### src/rtl/apb_qspi_host_bridge_if.sv
// rtl/apb_qspi_host_bridge_if.sv - APB requester/completer signal bundle for the QSPI host bridge
interface apb_qspi_host_bridge_if;
  logic        psel;
  logic        penable;
  logic        pwrite;
  logic [23:0] paddr;
  logic [15:0] pwdata;
  logic        pready;
  logic [15:0] prdata;
  logic        pslverr;

  modport master (
    output psel, penable, pwrite, paddr, pwdata,
    input  pready, prdata, pslverr
  );

  modport slave (
    input  psel, penable, pwrite, paddr, pwdata,
    output pready, prdata, pslverr
  );
endinterface

### src/rtl/apb_qspi_host_bridge.sv
// rtl/apb_qspi_host_bridge.sv - APB completer tunnelling 16-bit accesses over a quad-SPI host link
module apb_qspi_host_bridge #(
  parameter int unsigned CLK_DIV      = 2,
  parameter int unsigned DUMMY_CYCLES = 4,
  parameter logic [7:0]  OP_WRITE     = 8'h02,
  parameter logic [7:0]  OP_READ      = 8'h0B
) (
  input  logic                  pclk_i,
  input  logic                  preset_n_i,
  apb_qspi_host_bridge_if.slave apb,
  output logic                  qspi_sck_o,
  output logic                  qspi_cs_n_o,
  output logic [3:0]            qspi_dq_out_o,
  output logic                  qspi_dq_oe_o,
  input  logic [3:0]            qspi_dq_in_i
);
  localparam int unsigned N_WR     = 12;
  localparam int unsigned N_RD     = 12 + DUMMY_CYCLES;
  localparam int unsigned RX_START = 8 + DUMMY_CYCLES;
  localparam int unsigned HW       = $clog2(CLK_DIV + 1);
  localparam int unsigned NW       = $clog2(N_RD + 1);
  localparam int unsigned TW       = NW + 1;

  typedef enum logic [2:0] {
    S_IDLE, S_ERROR, S_CS_SETUP, S_SHIFT, S_CS_HOLD, S_CS_IDLE, S_DONE
  } state_e;

  state_e        state_q, state_d;
  logic [HW-1:0] hcnt_q, hcnt_d, hcnt_inc;
  logic [NW-1:0] nib_q, nib_d, nib_end;
  logic          half_q, half_d;
  logic          wr_q, wr_d;
  logic [23:0]   addr_q, addr_d;
  logic [15:0]   wdata_q, wdata_d;
  logic [15:0]   rx_q, rx_d;
  logic [15:0]   prdata_q, prdata_d;
  logic          hcnt_last, tx_oe;
  logic [TW-1:0] tx_idx;
  logic [47:0]   frame, frame_sh;
  logic          sck, cs_n, oe, pready, pslverr;
  logic [3:0]    dq_out;

  assign hcnt_last = (hcnt_q == HW'(CLK_DIV - 1));
  assign hcnt_inc  = hcnt_last ? '0 : hcnt_q + 1'b1;
  assign nib_end   = wr_q ? NW'(N_WR - 1) : NW'(N_RD - 1);

  // During the low half of a period the next nibble is already on the wire (falling-edge launch).
  assign tx_idx   = TW'(nib_q) + TW'(half_q);
  assign frame    = {(wr_q ? OP_WRITE : OP_READ), addr_q, wdata_q};
  assign frame_sh = frame << {tx_idx, 2'b00};
  assign tx_oe    = wr_q || (nib_q < NW'(7)) || ((nib_q == NW'(7)) && !half_q);

  always_comb begin
    state_d  = state_q;
    hcnt_d   = hcnt_q;
    half_d   = half_q;
    nib_d    = nib_q;
    wr_d     = wr_q;
    addr_d   = addr_q;
    wdata_d  = wdata_q;
    rx_d     = rx_q;
    prdata_d = prdata_q;
    sck      = 1'b0;
    cs_n     = 1'b1;
    oe       = 1'b0;
    dq_out   = 4'h0;
    pready   = 1'b0;
    pslverr  = 1'b0;
    unique case (state_q)
      S_IDLE: begin
        if (apb.psel && apb.penable) begin
          wr_d    = apb.pwrite;
          addr_d  = apb.paddr;
          wdata_d = apb.pwdata;
          hcnt_d  = '0;
          half_d  = 1'b0;
          nib_d   = '0;
          if (apb.paddr[0]) begin
            prdata_d = '0;
            state_d  = S_ERROR;
          end else begin
            state_d  = S_CS_SETUP;
          end
        end
      end
      S_ERROR: begin
        pready  = 1'b1;
        pslverr = 1'b1;
        state_d = S_IDLE;
      end
      S_CS_SETUP: begin
        cs_n   = 1'b0;
        oe     = 1'b1;
        dq_out = frame_sh[47:44];
        hcnt_d = hcnt_inc;
        if (hcnt_last) state_d = S_SHIFT;
      end
      S_SHIFT: begin
        cs_n   = 1'b0;
        sck    = ~half_q;
        oe     = tx_oe;
        dq_out = tx_oe ? frame_sh[47:44] : 4'h0;
        // Sample in the cycle that raises SCK, only once the dummy turnaround is over.
        if (!half_q && (hcnt_q == '0) && !wr_q && (nib_q >= NW'(RX_START)))
          rx_d = {rx_q[11:0], qspi_dq_in_i};
        hcnt_d = hcnt_inc;
        if (hcnt_last) begin
          half_d = ~half_q;
          if (half_q) begin
            if (nib_q == nib_end) state_d = S_CS_HOLD;
            else                  nib_d   = nib_q + 1'b1;
          end
        end
      end
      S_CS_HOLD: begin
        cs_n   = 1'b0;
        oe     = wr_q;
        hcnt_d = hcnt_inc;
        if (hcnt_last) state_d = S_CS_IDLE;
      end
      S_CS_IDLE: begin
        hcnt_d = hcnt_inc;
        if (hcnt_last) begin
          prdata_d = wr_q ? '0 : rx_q;
          state_d  = S_DONE;
        end
      end
      S_DONE: begin
        pready  = 1'b1;
        state_d = S_IDLE;
      end
      default: state_d = S_IDLE;
    endcase
  end

  always_ff @(posedge pclk_i or negedge preset_n_i) begin
    if (!preset_n_i) begin
      state_q  <= S_IDLE;
      hcnt_q   <= '0;
      half_q   <= 1'b0;
      nib_q    <= '0;
      wr_q     <= 1'b0;
      addr_q   <= '0;
      wdata_q  <= '0;
      rx_q     <= '0;
      prdata_q <= '0;
    end else begin
      state_q  <= state_d;
      hcnt_q   <= hcnt_d;
      half_q   <= half_d;
      nib_q    <= nib_d;
      wr_q     <= wr_d;
      addr_q   <= addr_d;
      wdata_q  <= wdata_d;
      rx_q     <= rx_d;
      prdata_q <= prdata_d;
    end
  end

  assign qspi_sck_o    = sck;
  assign qspi_cs_n_o   = cs_n;
  assign qspi_dq_out_o = dq_out;
  assign qspi_dq_oe_o  = oe;
  assign apb.pready    = pready;
  assign apb.pslverr   = pslverr;
  assign apb.prdata    = prdata_q;
endmodule
### src/flat_wrapper.sv
// flat-port wrapper written by rule: the top's interface ports become plain ports
module apb_qspi_host_bridge_flat 
#(
  parameter int unsigned CLK_DIV      = 2,
  parameter int unsigned DUMMY_CYCLES = 4,
  parameter logic [7:0]  OP_WRITE     = 8'h02,
  parameter logic [7:0]  OP_READ      = 8'h0B
)
  (pclk_i, preset_n_i, qspi_sck_o, qspi_cs_n_o, qspi_dq_out_o, qspi_dq_oe_o, qspi_dq_in_i, apb_psel, apb_penable, apb_pwrite, apb_paddr, apb_pwdata, apb_pready, apb_prdata, apb_pslverr);
  apb_qspi_host_bridge_if apb_i ();
  input  logic pclk_i;
  input  logic preset_n_i;
  output logic qspi_sck_o;
  output logic qspi_cs_n_o;
  output logic [3:0] qspi_dq_out_o;
  output logic qspi_dq_oe_o;
  input  logic [3:0] qspi_dq_in_i;
  input wire logic [$bits(apb_i.psel)-1:0] apb_psel;
  input wire logic [$bits(apb_i.penable)-1:0] apb_penable;
  input wire logic [$bits(apb_i.pwrite)-1:0] apb_pwrite;
  input wire logic [$bits(apb_i.paddr)-1:0] apb_paddr;
  input wire logic [$bits(apb_i.pwdata)-1:0] apb_pwdata;
  output wire logic [$bits(apb_i.pready)-1:0] apb_pready;
  output wire logic [$bits(apb_i.prdata)-1:0] apb_prdata;
  output wire logic [$bits(apb_i.pslverr)-1:0] apb_pslverr;
  assign apb_i.psel = apb_psel;
  assign apb_i.penable = apb_penable;
  assign apb_i.pwrite = apb_pwrite;
  assign apb_i.paddr = apb_paddr;
  assign apb_i.pwdata = apb_pwdata;
  assign apb_pready = apb_i.pready;
  assign apb_prdata = apb_i.prdata;
  assign apb_pslverr = apb_i.pslverr;
  apb_qspi_host_bridge #(.CLK_DIV(CLK_DIV), .DUMMY_CYCLES(DUMMY_CYCLES), .OP_WRITE(OP_WRITE), .OP_READ(OP_READ)) u_core (.pclk_i(pclk_i), .preset_n_i(preset_n_i), .apb(apb_i), .qspi_sck_o(qspi_sck_o), .qspi_cs_n_o(qspi_cs_n_o), .qspi_dq_out_o(qspi_dq_out_o), .qspi_dq_oe_o(qspi_dq_oe_o), .qspi_dq_in_i(qspi_dq_in_i));
endmodule
### config.mk
export PLATFORM = sky130hd
export DESIGN_NAME = apb_qspi_host_bridge_flat
export DESIGN_NICKNAME = d
export VERILOG_FILES = /design/src/rtl/apb_qspi_host_bridge_if.sv /design/src/rtl/apb_qspi_host_bridge.sv /design/src/flat_wrapper.sv
export SDC_FILE = /design/constraint.sdc
export NUM_CORES = 1
export LEC_CHECK = 0
export ABC_AREA = 1
export CAP_MARGIN = 20
export CORE_MARGIN = 1
export CORE_UTILIZATION = 57
export CTS_CLUSTER_DIAMETER = 120
export DETAILED_ROUTE_END_ITERATION = 8
export MAX_ROUTING_LAYER = met4
export PLACE_DENSITY = 0.89
export SLEW_MARGIN = 10
export SYNTH_ARGS = -nofsm -noshare
export SYNTH_HDL_FRONTEND = slang
export SYNTH_SLANG_ARGS = --single-unit
### constraint.sdc
create_clock -name pclk_i -period 7.05 [get_ports pclk_i]
set_clock_uncertainty 0.05 [all_clocks]
set_input_delay 2.115 -clock pclk_i [delete_from_list [all_inputs] [get_ports pclk_i]]
set_output_delay 2.115 -clock pclk_i [all_outputs]
set_load 0.03 [all_outputs]
==> parameters.txt <==
Parameter                              Value

Run status
  Run status ... complete, no violations

Synthesis
  Number of warnings printed during yosys synthesis ... 0
  Post-synthesis cell type with the largest combined area ... sky130_fd_sc_hd__dfrtp_1
  Proportion of netlist area held by the largest area contributor ... 0.488
  Synthesized area ... 0.00430 sq mm
  Biggest area contributors in the synthesized netlist ... sky130_fd_sc_hd__dfrtp_1 49%, sky130_fd_sc_hd__nand2_1 24%, sky130_fd_sc_hd__nand3_1 5.0%
  Post-synthesis sequential area ratio ... 0.488
  Number of distinct library cells after synthesis ... 29
  Post-Syn Area per Cell ... 7.47 sq um
  Flip-flop and latch count after synthesis ... 84
  Post-Syn Instances ... 576
  Number of nets in the synthesized netlist ... 631

Layout
  Finished Layout Cells ... 738
  Most frequent standard cell in the layout excluding fill and tap cells ... sky130_fd_sc_hd__nand2_1
  Share of post-route cells with drive strength above 1 ... 0.0595
  Nets@finish ... 689
  N_diodes ... 0
  Synthesis-to-layout area growth ... 21.4%
  Commonest cells after routing, fill and taps aside ... 270 x sky130_fd_sc_hd__nand2_1, 84 x sky130_fd_sc_hd__dfrtp_1, 72 x sky130_fd_sc_hd__clkdlybuf4s50_1
  Final Core Density ... 0.717

Drt
  Average routed wire per standard cell ... 13.4 um
  Remaining design rule violation count ... 0
  Drt first pass iters ... 5
  Drt initial violations ... 295
  Routed Antenna Nets ... 0
  Aggregate routed wire length ... 9900 um
  Routed via count divided by cell count ... 5.30
  Vias post-DR ... 3,908

Setup path
  Critical path data required time ... 4890 ps
  Critical Path Start Type ... flip-flop
  Arrival time of data at the critical path endpoint ... 3420 ps
  Type of element capturing the critical path ... primary output
  Maximum fanout count along the critical path ... 25
  Critical path class ... flip-flop to primary output

Clock network
  Number of clock buffers inserted by TritonCTS ... 9
  Clock-pin transition on the worst setup and hold timing paths ... 100 ps
  Clock tree from TritonCTS ... done
  Quantity of gates resized following cts ... 0
  Hold buffer count at cts ... 0
  Buffer levels on the longest clock path ... 2
  Post-CTS Setup Inserts ... 0
  Maximum level of the CTS H-tree ... 3
  # clock sinks ... 84
  Clk Latency, worst-skew pair ... 360 ps
  Root buf cell ... sky130_fd_sc_hd__clkbuf_8

Place
  RD Place Congestion ... 0.893
  Total of buffers placed on input and output ports ... 73
  Number of placed instances with taps included ... 721
  Half-perimeter wire length of the detailed placement result ... 6810 um

Die
  FP Rows ... 31
  IO Count ... 74
  Starting density of the core ... 0.590
  Die boundary height ... 88.9 um
  Horizontal extent of the die ... 88.9 um
  Area of the die ... 0.00790 sq mm
  Std-Cell Core Area ... 0.00729 sq mm

Power and ir drop
  Leakage power ... 2.62 nW
  Worst vdd ir ... 0.191 mV
  Cell area power density ... 362 mW/mm^2

GRT
  Vias in the first global route ... 3,714
  Total global routing overflow ... 0
  Largest net degree at the start of global routing ... 85
  Total track usage ... 0.273
  Number of antenna violations at the first check in global routing ... 0
  First-pass GRT wire length ... 16,100 um

STA
  Max transition margin ... 0.341
  Setup Total Neg Slack ... 0 ps
  Final number of hold-violating endpoints ... 0
  RSZ-0062 raised after global routing ... no
  Endpoints failing setup ... 0
  Max Freq ... 0.179 GHz
  Least-Margin Pin Slew ... 987 ps
  Number of pins exceeding their max-slew limit in the final report ... 0
  Post-layout minimum cycle time ... 5590 ps
  Period utilization ... 0.792

Worst hold path
  Worst hold path type ... flip-flop to flip-flop

Run
  Number of max-cap violations ... 0
cells by family (layout without fill, tap and decap cells):
family / count (synthesis) / in the layout / synth area share
xor gates and xnor gates: 4 / 4 / 0.00814
AOI/OAI and AO/OA: 50 / 50 / 0.0593
and+or+nand+nor: 372 / 372 / 0.361
DFF: 84 / 84 / 0.488
buffers and inverters: 60 / 123 / 0.0654
adders and majority gates: 6 / 6 / 0.0174
worst paths after layout:
check                                   from              endpoint  slack [ps]  cells after the start
min reg2reg                 u_core.addr_q[1]      u_core.addr_q[1]         440                      2
min in group asynchronous         preset_n_i  u_core.apb.prdata[8]        1560                      1
min                         u_core.addr_q[1]      u_core.addr_q[1]         440                      2
max in group asynchronous         preset_n_i       u_core.nib_q[2]        4790                      2
max reg2reg                u_core.state_q[2]      u_core.hcnt_q[0]        4420                      7
max                          u_core.nib_q[0]      qspi_dq_out_o[3]        1460                     10
stage by stage:
stage	cell area, sq um	setup slack, ps	power, mW	hold WS [ps]
2_1_floorplan	4300	2930	1.33	387
3_3_place_gp	5000	2010	1.49	403
3_5_place_dp	5000	1920	1.53	410
4_1_cts	5200	1490	1.88	433
5_1_grt	5230	1130	2.04	465
6_report	5230	1460	1.89	437
worst max-delay path: stages, from the launching register on:
cell                              delay, ps
sky130_fd_sc_hd__dfrtp_1                430
sky130_fd_sc_hd__ha_1                   770
sky130_fd_sc_hd__clkinv_1               600
sky130_fd_sc_hd__nor2_1                 220
sky130_fd_sc_hd__nand2_1                 70
sky130_fd_sc_hd__nand2_1                 70
sky130_fd_sc_hd__nand3_1                 80
sky130_fd_sc_hd__nand2_1                 70
sky130_fd_sc_hd__nand2_1                 60
sky130_fd_sc_hd__inv_1                   50
sky130_fd_sc_hd__clkdlybuf4s50_1        650
Yosys cell counts (all sizes together):
cell      n
a21oi    10
buf      23
clkbuf    4
clkinv    1
dfrtp    84
ha        6
inv      32
nand2   275
nand3    44
nand3b    1
nand4     2
nor2     48
nor3      1
nor4      1
o21ai    39
o22ai     1
xnor2     1
xor2      3
final cells by class:
| class | instances | area [sq um] |
|---|---|---|
| repair buffers | 74 | 756 |
| multi-input cells | 432 | 1920 |
| clock buffers | 9 | 124 |
| flip-flops and latches | 84 | 2100 |
| clock inverters | 7 | 76.3 |
| fillers | 592 | 2070 |
| well taps | 99 | 124 |
| inverters | 33 | 124 |
per-layer routing:
metal / global-route usage / share of wire / vias to the layer above
li1: - / - / 1908
met1: 0.328 / 0.41 / 1821
met2: 0.466 / 0.53 / 159
met3: 0.0434 / 0.050 / 20
met4: 0.0997 / 0.015 / 0
met5: - / 0 / -
flip-flops by register name (all words and copies together), names as in the netlist:
| signal | cells |
|---|---|
| u_core.wdata_q | 16 |
| u_core.rx_q | 16 |
| u_core.wr_q | 1 |
| u_core.half_q | 1 |
| u_core.addr_q | 24 |
| u_core.state_q | 3 |
| u_core.hcnt_q | 2 |
| u_core.apb.prdata | 16 |
| u_core.nib_q | 5 |
power by group:
part / internal, mW / leakage, nW / switching [mW]
logic: 0.277 / 1.44 / 0.527
registers: 0.625 / 1.08 / 0.119
clock network: 0.141 / 0.103 / 0.205
(Power assumes the default switching activity.)
